File: src/rtl/formant_smoother_if.sv
// Frame-in / smoothed-frame-out bundle for formant_smoother.
//   master: drives formant_valid/formant_freq, observes the smoothed results.
//   slave : the smoother itself.
// Signals:
//   formant_valid  one-cycle frame strobe
//   formant_freq   FORMANTS x BIT_WIDTH unsigned estimates
//   smooth_valid   one-cycle strobe, smooth_freq updated in the same cycle
//   smooth_freq    averaged frequencies, held between strobes
//   frames_seen    accepted frames, saturating at DEPTH
//   busy           frame in flight
//   dropped        one-cycle pulse when a frame is rejected
interface formant_smoother_if #(
  parameter int unsigned BIT_WIDTH = 32,
  parameter int unsigned FORMANTS  = 5,
  parameter int unsigned DEPTH     = 4
);
  logic                                formant_valid;
  logic [0:FORMANTS-1][BIT_WIDTH-1:0]  formant_freq;
  logic                                smooth_valid;
  logic [0:FORMANTS-1][BIT_WIDTH-1:0]  smooth_freq;
  logic [$clog2(DEPTH):0]              frames_seen;
  logic                                busy;
  logic                                dropped;

  modport master (
    output formant_valid, formant_freq,
    input  smooth_valid, smooth_freq, frames_seen, busy, dropped
  );

  modport slave (
    input  formant_valid, formant_freq,
    output smooth_valid, smooth_freq, frames_seen, busy, dropped
  );
endinterface

File: src/rtl/formant_smoother.sv
// Per-formant moving average over the last DEPTH accepted frames.
// A frame is captured in IDLE, then one formant per cycle is folded into a running
// sum (one shared add/sub) and written to a DEPTH x FORMANTS history store; the
// averaged frame is emitted with a one-cycle smooth_valid strobe.
// Ports:
//   clk_in  rising-edge clock
//   rst_in  synchronous active-high reset
//   bus     formant_smoother_if.slave (frame in, smoothed frame and status out)
// Optional feature: define FORMANT_CLAMP_EN to slew-limit each incoming value to
// +/-MAX_STEP around the previous output (once at least one frame has been seen).
module formant_smoother #(
  parameter int unsigned BIT_WIDTH = 32,
  parameter int unsigned FORMANTS  = 5,
  parameter int unsigned DEPTH     = 4,
  parameter int unsigned MAX_STEP  = 64
) (
  input logic               clk_in,
  input logic               rst_in,
  formant_smoother_if.slave bus
);
  localparam int unsigned PtrW = $clog2(DEPTH);
  localparam int unsigned FsW  = PtrW + 1;
  localparam int unsigned SumW = BIT_WIDTH + PtrW;
  localparam int unsigned IdxW = (FORMANTS > 1) ? $clog2(FORMANTS) : 1;
  localparam logic [IdxW-1:0] LastIdx = IdxW'(FORMANTS - 1);
  localparam logic [FsW-1:0]  FullCnt = FsW'(DEPTH);

  typedef enum logic [1:0] {StIdle, StProc, StOut} state_e;

  state_e                             state_q, state_d;
  logic [IdxW-1:0]                    idx_q, idx_d;
  logic [PtrW-1:0]                    wr_ptr_q, wr_ptr_d;
  logic [FsW-1:0]                     frames_seen_q, frames_seen_d, frames_next;
  logic [0:FORMANTS-1][BIT_WIDTH-1:0] cap_q, cap_d;
  logic [0:FORMANTS-1][BIT_WIDTH-1:0] smooth_q, smooth_d;
  logic [SumW-1:0]                    sum_q [FORMANTS];
  logic [SumW-1:0]                    sum_d [FORMANTS];
  logic                               smooth_valid_q, smooth_valid_d;
  logic                               busy_q, busy_d;
  logic                               dropped_q, dropped_d;

  // History is never reset: stale entries are only read once frames_seen is full,
  // by which point every slot has been rewritten since the last reset.
  logic [BIT_WIDTH-1:0] hist_q [DEPTH][FORMANTS];
  logic                 hist_we;

  logic [BIT_WIDTH-1:0] cap_cur, new_val, old_val;

  assign cap_cur = cap_q[idx_q];

`ifdef FORMANT_CLAMP_EN
  // One extra bit so lo/hi cannot wrap before they are floored/saturated.
  localparam logic [BIT_WIDTH:0] Step   = (BIT_WIDTH + 1)'(MAX_STEP);
  localparam logic [BIT_WIDTH:0] MaxVal = {1'b0, {BIT_WIDTH{1'b1}}};

  logic [BIT_WIDTH:0] prev_w, cap_w, lo_w, hi_w;

  always_comb begin
    prev_w = {1'b0, smooth_q[idx_q]};
    cap_w  = {1'b0, cap_cur};
    lo_w   = (prev_w >= Step) ? prev_w - Step : '0;
    hi_w   = prev_w + Step;
    if (hi_w > MaxVal) hi_w = MaxVal;
    if (frames_seen_q == '0)  new_val = cap_cur;
    else if (cap_w < lo_w)    new_val = lo_w[BIT_WIDTH-1:0];
    else if (cap_w > hi_w)    new_val = hi_w[BIT_WIDTH-1:0];
    else                      new_val = cap_cur;
  end
`else
  assign new_val = cap_cur;
`endif

  assign old_val     = (frames_seen_q == FullCnt) ? hist_q[wr_ptr_q][idx_q] : '0;
  assign frames_next = (frames_seen_q == FullCnt) ? frames_seen_q : frames_seen_q + 1'b1;

  always_comb begin
    state_d        = state_q;
    idx_d          = idx_q;
    wr_ptr_d       = wr_ptr_q;
    frames_seen_d  = frames_seen_q;
    cap_d          = cap_q;
    smooth_d       = smooth_q;
    sum_d          = sum_q;
    smooth_valid_d = 1'b0;
    busy_d         = busy_q;
    dropped_d      = 1'b0;
    hist_we        = 1'b0;

    unique case (state_q)
      StIdle: begin
        if (bus.formant_valid) begin
          cap_d   = bus.formant_freq;
          idx_d   = '0;
          busy_d  = 1'b1;
          state_d = StProc;
        end
      end
      StProc: begin
        dropped_d    = bus.formant_valid;
        hist_we      = ~rst_in;
        // Capture slot is reused to hold the (possibly clamped) value for warm-up.
        cap_d[idx_q] = new_val;
        sum_d[idx_q] = sum_q[idx_q] - SumW'(old_val) + SumW'(new_val);
        if (idx_q == LastIdx) begin
          // Output is registered here so it is visible during the OUT cycle.
          wr_ptr_d       = wr_ptr_q + 1'b1;
          frames_seen_d  = frames_next;
          smooth_valid_d = 1'b1;
          for (int k = 0; k < FORMANTS; k++) begin
            smooth_d[k] = (frames_next == FullCnt) ? BIT_WIDTH'(sum_d[k] >> PtrW) : cap_d[k];
          end
          state_d = StOut;
        end else begin
          idx_d = idx_q + 1'b1;
        end
      end
      StOut: begin
        dropped_d = bus.formant_valid;
        busy_d    = 1'b0;
        state_d   = StIdle;
      end
      default: state_d = StIdle;
    endcase
  end

  always_ff @(posedge clk_in) begin
    if (rst_in) begin
      state_q        <= StIdle;
      idx_q          <= '0;
      wr_ptr_q       <= '0;
      frames_seen_q  <= '0;
      cap_q          <= '0;
      smooth_q       <= '0;
      smooth_valid_q <= 1'b0;
      busy_q         <= 1'b0;
      dropped_q      <= 1'b0;
      for (int k = 0; k < FORMANTS; k++) sum_q[k] <= '0;
    end else begin
      state_q        <= state_d;
      idx_q          <= idx_d;
      wr_ptr_q       <= wr_ptr_d;
      frames_seen_q  <= frames_seen_d;
      cap_q          <= cap_d;
      smooth_q       <= smooth_d;
      smooth_valid_q <= smooth_valid_d;
      busy_q         <= busy_d;
      dropped_q      <= dropped_d;
      sum_q          <= sum_d;
    end
  end

  always_ff @(posedge clk_in) begin
    if (hist_we) hist_q[wr_ptr_q][idx_q] <= new_val;
  end

  assign bus.smooth_valid = smooth_valid_q;
  assign bus.smooth_freq  = smooth_q;
  assign bus.frames_seen  = frames_seen_q;
  assign bus.busy         = busy_q;
  assign bus.dropped      = dropped_q;
endmodule

File: src/flat_wrapper.sv
// flat-port wrapper written by rule: the top's interface ports become plain ports
module formant_smoother_flat 
#(
  parameter int unsigned BIT_WIDTH = 32,
  parameter int unsigned FORMANTS  = 5,
  parameter int unsigned DEPTH     = 4,
  parameter int unsigned MAX_STEP  = 64
)
  (clk_in, rst_in, bus_formant_valid, bus_formant_freq, bus_smooth_valid, bus_smooth_freq, bus_frames_seen, bus_busy, bus_dropped);
  formant_smoother_if #(.BIT_WIDTH(BIT_WIDTH), .FORMANTS(FORMANTS), .DEPTH(DEPTH)) bus_i ();
  input logic clk_in;
  input logic rst_in;
  input wire logic [$bits(bus_i.formant_valid)-1:0] bus_formant_valid;
  input wire logic [$bits(bus_i.formant_freq)-1:0] bus_formant_freq;
  output wire logic [$bits(bus_i.smooth_valid)-1:0] bus_smooth_valid;
  output wire logic [$bits(bus_i.smooth_freq)-1:0] bus_smooth_freq;
  output wire logic [$bits(bus_i.frames_seen)-1:0] bus_frames_seen;
  output wire logic [$bits(bus_i.busy)-1:0] bus_busy;
  output wire logic [$bits(bus_i.dropped)-1:0] bus_dropped;
  assign bus_i.formant_valid = bus_formant_valid;
  assign bus_i.formant_freq = bus_formant_freq;
  assign bus_smooth_valid = bus_i.smooth_valid;
  assign bus_smooth_freq = bus_i.smooth_freq;
  assign bus_frames_seen = bus_i.frames_seen;
  assign bus_busy = bus_i.busy;
  assign bus_dropped = bus_i.dropped;
  formant_smoother #(.BIT_WIDTH(BIT_WIDTH), .FORMANTS(FORMANTS), .DEPTH(DEPTH), .MAX_STEP(MAX_STEP)) u_core (.clk_in(clk_in), .rst_in(rst_in), .bus(bus_i));
endmodule
File: config.mk
export PLATFORM = sky130hd
export DESIGN_NAME = formant_smoother_flat
export DESIGN_NICKNAME = d
export VERILOG_FILES = /design/src/rtl/formant_smoother_if.sv /design/src/rtl/formant_smoother.sv /design/src/flat_wrapper.sv
export SDC_FILE = /design/constraint.sdc
export NUM_CORES = 2
export LEC_CHECK = 0
export CAP_MARGIN = 5
export CELL_PAD_IN_SITES_DETAIL_PLACEMENT = 0
export CELL_PAD_IN_SITES_GLOBAL_PLACEMENT = 1
export CORE_UTILIZATION = 45
export DETAILED_ROUTE_END_ITERATION = 8
export PLACE_DENSITY_LB_ADDON = 0.08
export SETUP_SLACK_MARGIN = 0.02
export SKIP_LAST_GASP = 1
export SLEW_MARGIN = 20
export SYNTH_ARGS = -nofsm -noshare
export SYNTH_HDL_FRONTEND = slang
export SYNTH_SLANG_ARGS = --single-unit
export TNS_END_PERCENT = 100
File: constraint.sdc
create_clock -name clk_in -period 5.9 [get_ports clk_in]
set_clock_uncertainty 0.2 [all_clocks]
set_input_delay 0.59 -clock clk_in [delete_from_list [all_inputs] [get_ports clk_in]]
set_output_delay 0.59 -clock clk_in [all_outputs]
set_load 0.02 [all_outputs]
==> Word-level counts from Yosys, hierarchy flattened <==
Memories as Yosys holds them, arrays and structs flattened. A register that Yosys moved wholly into a read port is not among the register bits.
Index checks and enable logic that the tools add are counted.
{ "word_totals": {"ff_bits": 503, "ramBits": 640, "inputBits": 163, "output_inout_bits": 166, "word_cells": 92, "n_memories": 1} }
{ "op_classes": {"add_sub_neg": 5, "n_lt_le_gt_ge": 2, "eq_ne": 8, "n_mux": 38, "bitwise_logic": 4, "n_reduce_logical": 12} }
{ "memory_table": {"columns": ["memory", "words", "width", "read_ports", "rd_clocked_by_memory_dff", "wr", "line_no", "text"], "rows": [
  ["u_core.hist_q", 4, 160, 1, 1, 1, "formant_smoother.sv:44", "logic [BIT_WIDTH-1:0] hist_q [DEPTH][FORMANTS];"]
]} }
{ "op_table": {"columns": ["operator", "n"], "rows": [
  ["two-way mux 32 bit", 11],
  ["two-way mux 160 bit", 2],
  ["one-hot mux 160 bit (2 select lines)", 1],
  ["binary-select mux 32 bit (select 3 bit)", 2],
  ["bitwise mux 170 bit", 1],
  ["bitwise mux 160 bit", 1],
  ["binary-select mux 34 bit (select 3 bit)", 1],
  ["demux 34 bit (select 3 bit)", 1],
  ["two-way mux 34 bit", 3],
  ["demux 32 bit (select 3 bit)", 1],
  ["adder 34 x 32 -> 34 bit", 1],
  ["subtractor 34 x 32 -> 34 bit", 1],
  ["== test 3 bit (second input constant)", 3],
  ["two-way mux 3 bit", 3],
  ["two-way mux 2 bit", 4],
  ["AND reduction 2 bit", 4],
  ["adder 3 x 1 -> 3 bit (second input constant)", 2],
  ["one-hot mux 3 bit (2 select lines)", 1],
  ["OR reduction 2 bit", 3],
  [">= comparator 4 bit (second input constant)", 1],
  ["less-than comparator 4 x 1 -> 1 bit (second input constant)", 1],
  ["two-way mux 1 bit", 4],
  ["!= test 2 bit (second input constant)", 2],
  ["NOT 3 -> 4 bit", 1],
  ["other kinds (11)", 14]
]} }

==> Depth between registers and ports, before layout <==
{ "logic_depth": {"word_depth": 9, "mapped_depth": 22, "ltp_nobuf": 20} }

==> Worst setup path before layout <==
OpenSTA, ideal clock, no wires.
{ "synth_path": {"path_type": "reg2reg", "start": "register u_core.idx_q[1]", "end": "register u_core.smooth_q (netlist bit u_core.bus.smooth_freq[12])", "setup_ns": 0.128, "arrival_time_ns": 5.020, "required_time_ns": 5.572, "setup_slack_ns": 0.552, "stages_incl_launch_ff": 20, "n_path_buf": 4, "period_less_slack_ns": 5.348, "cell_sequence": "dfxtp_1 > clkbuf_1 > clkbuf_1 > buf_1 > buf_2 > mux2i_1 > nor2_1 > a21oi_1 > o22ai_1 > fa_1 > ha_1 > nand2b_1 > a21oi_1 > o2111ai_1 > a311oi_2 > mux2i_1 > nand2_1 > a21oi_1 > a2bb2oi_1 > nor2_1"} }
{ "synth_between": {"elab_cells_between_ends": 25, "classes_between": "add/sub: 2; order compare: 2; eq/ne: 1; mux: 17; bitwise: 1; reduce/logical: 2"} }
{ "synth_rtl": {"columns": ["element", "line_no", "text"], "rows": [
  ["start, declared", "formant_smoother.sv:31", "logic [IdxW-1:0] idx_q, idx_d;"],
  ["start signal, assigned", "formant_smoother.sv:140", "idx_q <= idx_d;"],
  ["NOT 3 -> 4 bit (implied by the code)", "formant_smoother.sv:49", "assign cap_cur = cap_q[idx_q];"],
  ["binary-select mux 32 bit (select 3 bit)", "formant_smoother.sv:49", null],
  ["two-way mux 32 bit (implied by the code) (2 in a row)", "formant_smoother.sv:49", null],
  ["net u_core.cap_cur[2]", "formant_smoother.sv:47", "logic [BIT_WIDTH-1:0] cap_cur, new_val, old_val;"],
  ["adder 34 x 32 -> 34 bit", "formant_smoother.sv:103", "sum_d[idx_q] = sum_q[idx_q] - SumW'(old_val) + SumW'(new_val);"],
  ["bitwise mux 170 bit", "formant_smoother.sv:103", null],
  ["two-way mux 32 bit", "formant_smoother.sv:110", "smooth_d[k] = (frames_next == FullCnt) ? BIT_WIDTH'(sum_d[k] >> PtrW) : cap_d[k];"],
  ["end signal, assigned", "formant_smoother.sv:144", "smooth_q <= smooth_d;"],
  ["end, declared", "formant_smoother.sv:35", "logic [0:FORMANTS-1][BIT_WIDTH-1:0] smooth_q, smooth_d;"]
]} }
The timed path passes the listed nets, and every way through them passes these cells. The select of a mux whose other input is x is not followed.
A chain may end at the register's enable or synchronous reset.

==> impl_metrics.json <==
{
  "outcome": "complete, no violations",
  "postSynthAreaPerCell_sq_um": 11.3,
  "clock_tree.htree_level_count": 3,
  "root_buffer": "clkbuf_16",
  "cell_internal_pwr_uw": 15100,
  "sequential_cell_area_sq_mm": 0.0293,
  "placementRows": 121,
  "timing.critical_path.slowest_cell_delay_ns": 0.62,
  "rsz0062_at_grt": "false",
  "area_delta_synth_final_pct": 19.4,
  "power_switching_share_pct": 31.5,
  "p_leak_uw": 0.0199,
  "worst_slew_margin_rel_pct": 26.5,
  "powerDensity_mw_per_mm2": 372,
  "vdd_drop_max_uv": 269,
  "report.final.hold_viol_count": 0,
  "synthArstFlopShare_pct": 0,
  "fmax_mhz": 177,
  "tns_setup_ns": 0,
  "drt_pre_antenna_iters": 6,
  "synth_nets": 4612,
  "dr_total_vias": 36200,
  "dp.final_hpwl_mm": 109,
  "final_max_slew_viol_count": 0,
  "die-area_sq_mm": 0.112,
  "remaining_drc_errors": 0,
  "worstPathRequired_ns": 6.28,
  "critical_path_class": "flop to flop",
  "synth.lib_cells_used.distinct": 76,
  "drv.max_cap_violation_count": 0,
  "cts.sink_count": 1145,
  "yosys.area.top_type": "edfxtp_1",
  "detail-route-antenna-nets": 0,
  "crit_buf_inv": 4,
  "detail_route.vias_per_cell": 5.88,
  "timing_worst_slew_pin_value_ns": 1.10,
  "top_ports": 329,
  "core_sq_mm": 0.109,
  "setup_viol": 0,
  "power.switching_uw": 6950,
  "cts_hold_buf": 0,
  "period_minus_slack_ns": 5.66,
  "place.port_buffers": 328,
  "multi_input_comb_area_sq_mm": 0.0189,
  "floorplan.die.width_um": 334,
  "die-height_um": 334,
  "drt-total-wl_mm": 164,
  "hp-class": "input pin to flop",
  "synth.ff_latch_count": 1145,
  "clk-insertion-delay-late_ns": 0.73,
  "n_fill_cell": 9396,
  "clock_power_share_pct": 35.4,
  "cts_buffers": 119,
  "deepest_clock_path_buffer_count": 3,
  "track_usage_pct": 29.0,
  "proportion_of_netlist_area_held_by_the_largest_area_contributor_pct": 38.8,
  "fin_hold_ws_ns": 0.0934,
  "drt_iter0_markers": 3922,
  "cp_cell_sequence": "buf_4 -> clkbuf_16 -> mux4_2 -> nand2_1 -> o21ai_0 -> a222oi_1 -> nor2_1 -> fa_1 -> inv_1 -> ha_1 -> nand4_1 -> a211oi_2 -> nor3_2 -> buf_4 -> or4_1 -> nand4_1 -> a31oi_1 -> xor2_1 -> a21oi_1",
  "critical-path-top-delay-family": "compound AO/OA/AOI/OAI gates",
  "synthesis.instances": 4372,
  "antenna_violations_before_repair": 4,
  "total_nets_final": 4888,
  "worst_ep_arrival_time_ns": 6.04,
  "synth-warning-count": 0,
  "seq_power_share_pct": 40.1,
  "tritoncts": "done",
  "synth_area_leaders": "edfxtp_1, dfxtp_1, mux4_2",
  "finalCritPeriodShare_pct": 95.9,
  "cp_max_fo": 10,
  "endpoint_kind": "flop",
  "globalplace.congestion": 0.891,
  "grt_max_degree": 206,
  "synth-seq-area-share_pct": 59.1,
  "power.share.combinational_pct": 24.6,
  "first_global_vias": 34200,
  "grt_pass1_wl_mm": 239,
  "yosys_most_used_dff": "edfxtp_1",
  "timing.critical_path.from_type": "flop",
  "grt_overflow_total": 0,
  "start_util_pct": 45.5,
  "cts.clk_slew.worst_paths_ns": 0.06,
  "synth_area_sq_mm": 0.0496,
  "final_layout_size_suffix_gt1_share_pct": 13.4,
  "post_drt_wl_per_cell_um": 26.6,
  "critPathSlowestCell": "a222oi_1",
  "synth-edff-count": 640
}
==> cells in the final DEF, fill, tap and decap left out, types with 16 or more instances in the layout <==
cell type / n
nand2_1: 772
edfxtp_1: 640
a21oi_1: 504
dfxtp_1: 500
nor2_1: 354
clkdlybuf4s50_1: 327
mux4_2: 188
buf_4: 145
o21ai_0: 124
clkbuf_16: 122
inv_1: 104
nor3_1: 95
mux2i_1: 82
o211ai_1: 59
nand3_1: 54
ha_1: 45
a211oi_1: 38
a311oi_1: 32
fa_1: 32
o21a_1: 29
nor2_4: 25
a222oi_1: 24
a31oi_1: 23
clkbuf_1: 23
clkinv_2: 22
mux2_2: 21
a22oi_1: 20
a21o_1: 20
buf_12: 19
clkinv_1: 17
bufinv_16: 16
==> cells in the mapped netlist, types with 38 or more instances <==
cell	instances
a211oi_1	38
a21oi_1	507
clkbuf_1	280
dfxtp_1	505
edfxtp_1	640
ha_1	45
inv_1	106
mux2i_1	83
mux4_2	188
nand2_1	779
nand3_1	56
nor2_1	379
nor3_1	99
o211ai_1	59
o21ai_0	124
==> flip-flops by register name, indices dropped and copies added, names as in the netlist, named ones only <==
name                     cells
u_core.hist_q              640
u_core.sum_q               170
u_core.bus.smooth_freq     160
u_core.cap_q               160
u_core.bus.frames_seen       3
u_core.idx_q                 3
u_core.state_q               2
u_core.wr_ptr_q              2
u_core.bus.busy              1
u_core.bus.dropped           1
u_core.bus.smooth_valid      1
==> cells by family (layout without fill, tap and decap cells) <==
logic type	after synthesis	in the layout	share of synthesized area (%)
DFF	1145	1145	59.1
muxes	292	292	10.7
buffers and inverters	444	819	3.44
and+or+nand+nor	1396	1396	11.5
adders and majority gates	77	77	2.43
other	0	3	0
AOI/OAI and AO/OA	987	987	12.2
xor gates and xnor gates	31	31	0.608
==> layout make-up <==
class	instances	area share, %
inverter	106	0.676
multi-input combinational	2783	31.8
sequential	1145	49.6
clock buffer	155	5.51
clock inverter	65	1.33
tap	1414	2.99
antenna	3	0.0127
timing repair buffer	493	8.08
==> power by group through the flow <==
stage          Clock, uW  Sequential (uW)  Combinational [uW]
6_report            7800             8830                5410
5_1_grt             8210             8850                5840
4_1_cts             7910             8820                5260
3_5_place_dp           0             8990                5240
3_3_place_gp           0             8990                5250
2_1_floorplan          0             8920                3170
==> worst paths after layout <==
kind,from,endpoint,slack [ns],depth (start not counted)
worst max-delay path,flop,u_core.bus.smooth_freq[31],0.24,19
worst min register to register,u_core.bus.smooth_freq[0],u_core.bus.smooth_freq[0],0.26,2
worst min-delay path,rst_in,u_core.sum_q[22],0.09,2
worst max register to register,flop,u_core.bus.smooth_freq[31],0.24,19
==> layer usage <==
layer	global-route usage, %	part of all wire [%]	routed length (um)	vias up
met3	4.56	7.7	12600	189
li1	-	-	-	16400
met1	44.9	47	76600	18100
met5	0	0.012	20	-
met4	6.86	2.2	3610	2
met2	42.4	43	71200	1521
==> through the flow <==
stage | setup WS [ns] | total power (uW) | util, % | cells | area [sq um]
final | 0.242 | 22000 | 54.3 | 6164 | 59200
after detailed placement | 0.239 | 14200 | 50.5 | 5933 | 55000
after CTS | 0.202 | 22000 | 54.2 | 6153 | 59100
after floorplan | 0.552 | 12100 | - | 4372 | 49600
after global placement | 0.277 | 14200 | 50.5 | 5933 | 55000
after global routing | 0.00972 | 22900 | 54.3 | 6162 | 59200
==> what timing repair did <==
item / 4_1_cts / 5_1_grt
buffers inserted: 0 / 7
endpoints found under the setup margin: 0 / 58
gates resized for setup: 0 / 9
Power figures use the tool's default switching activity.
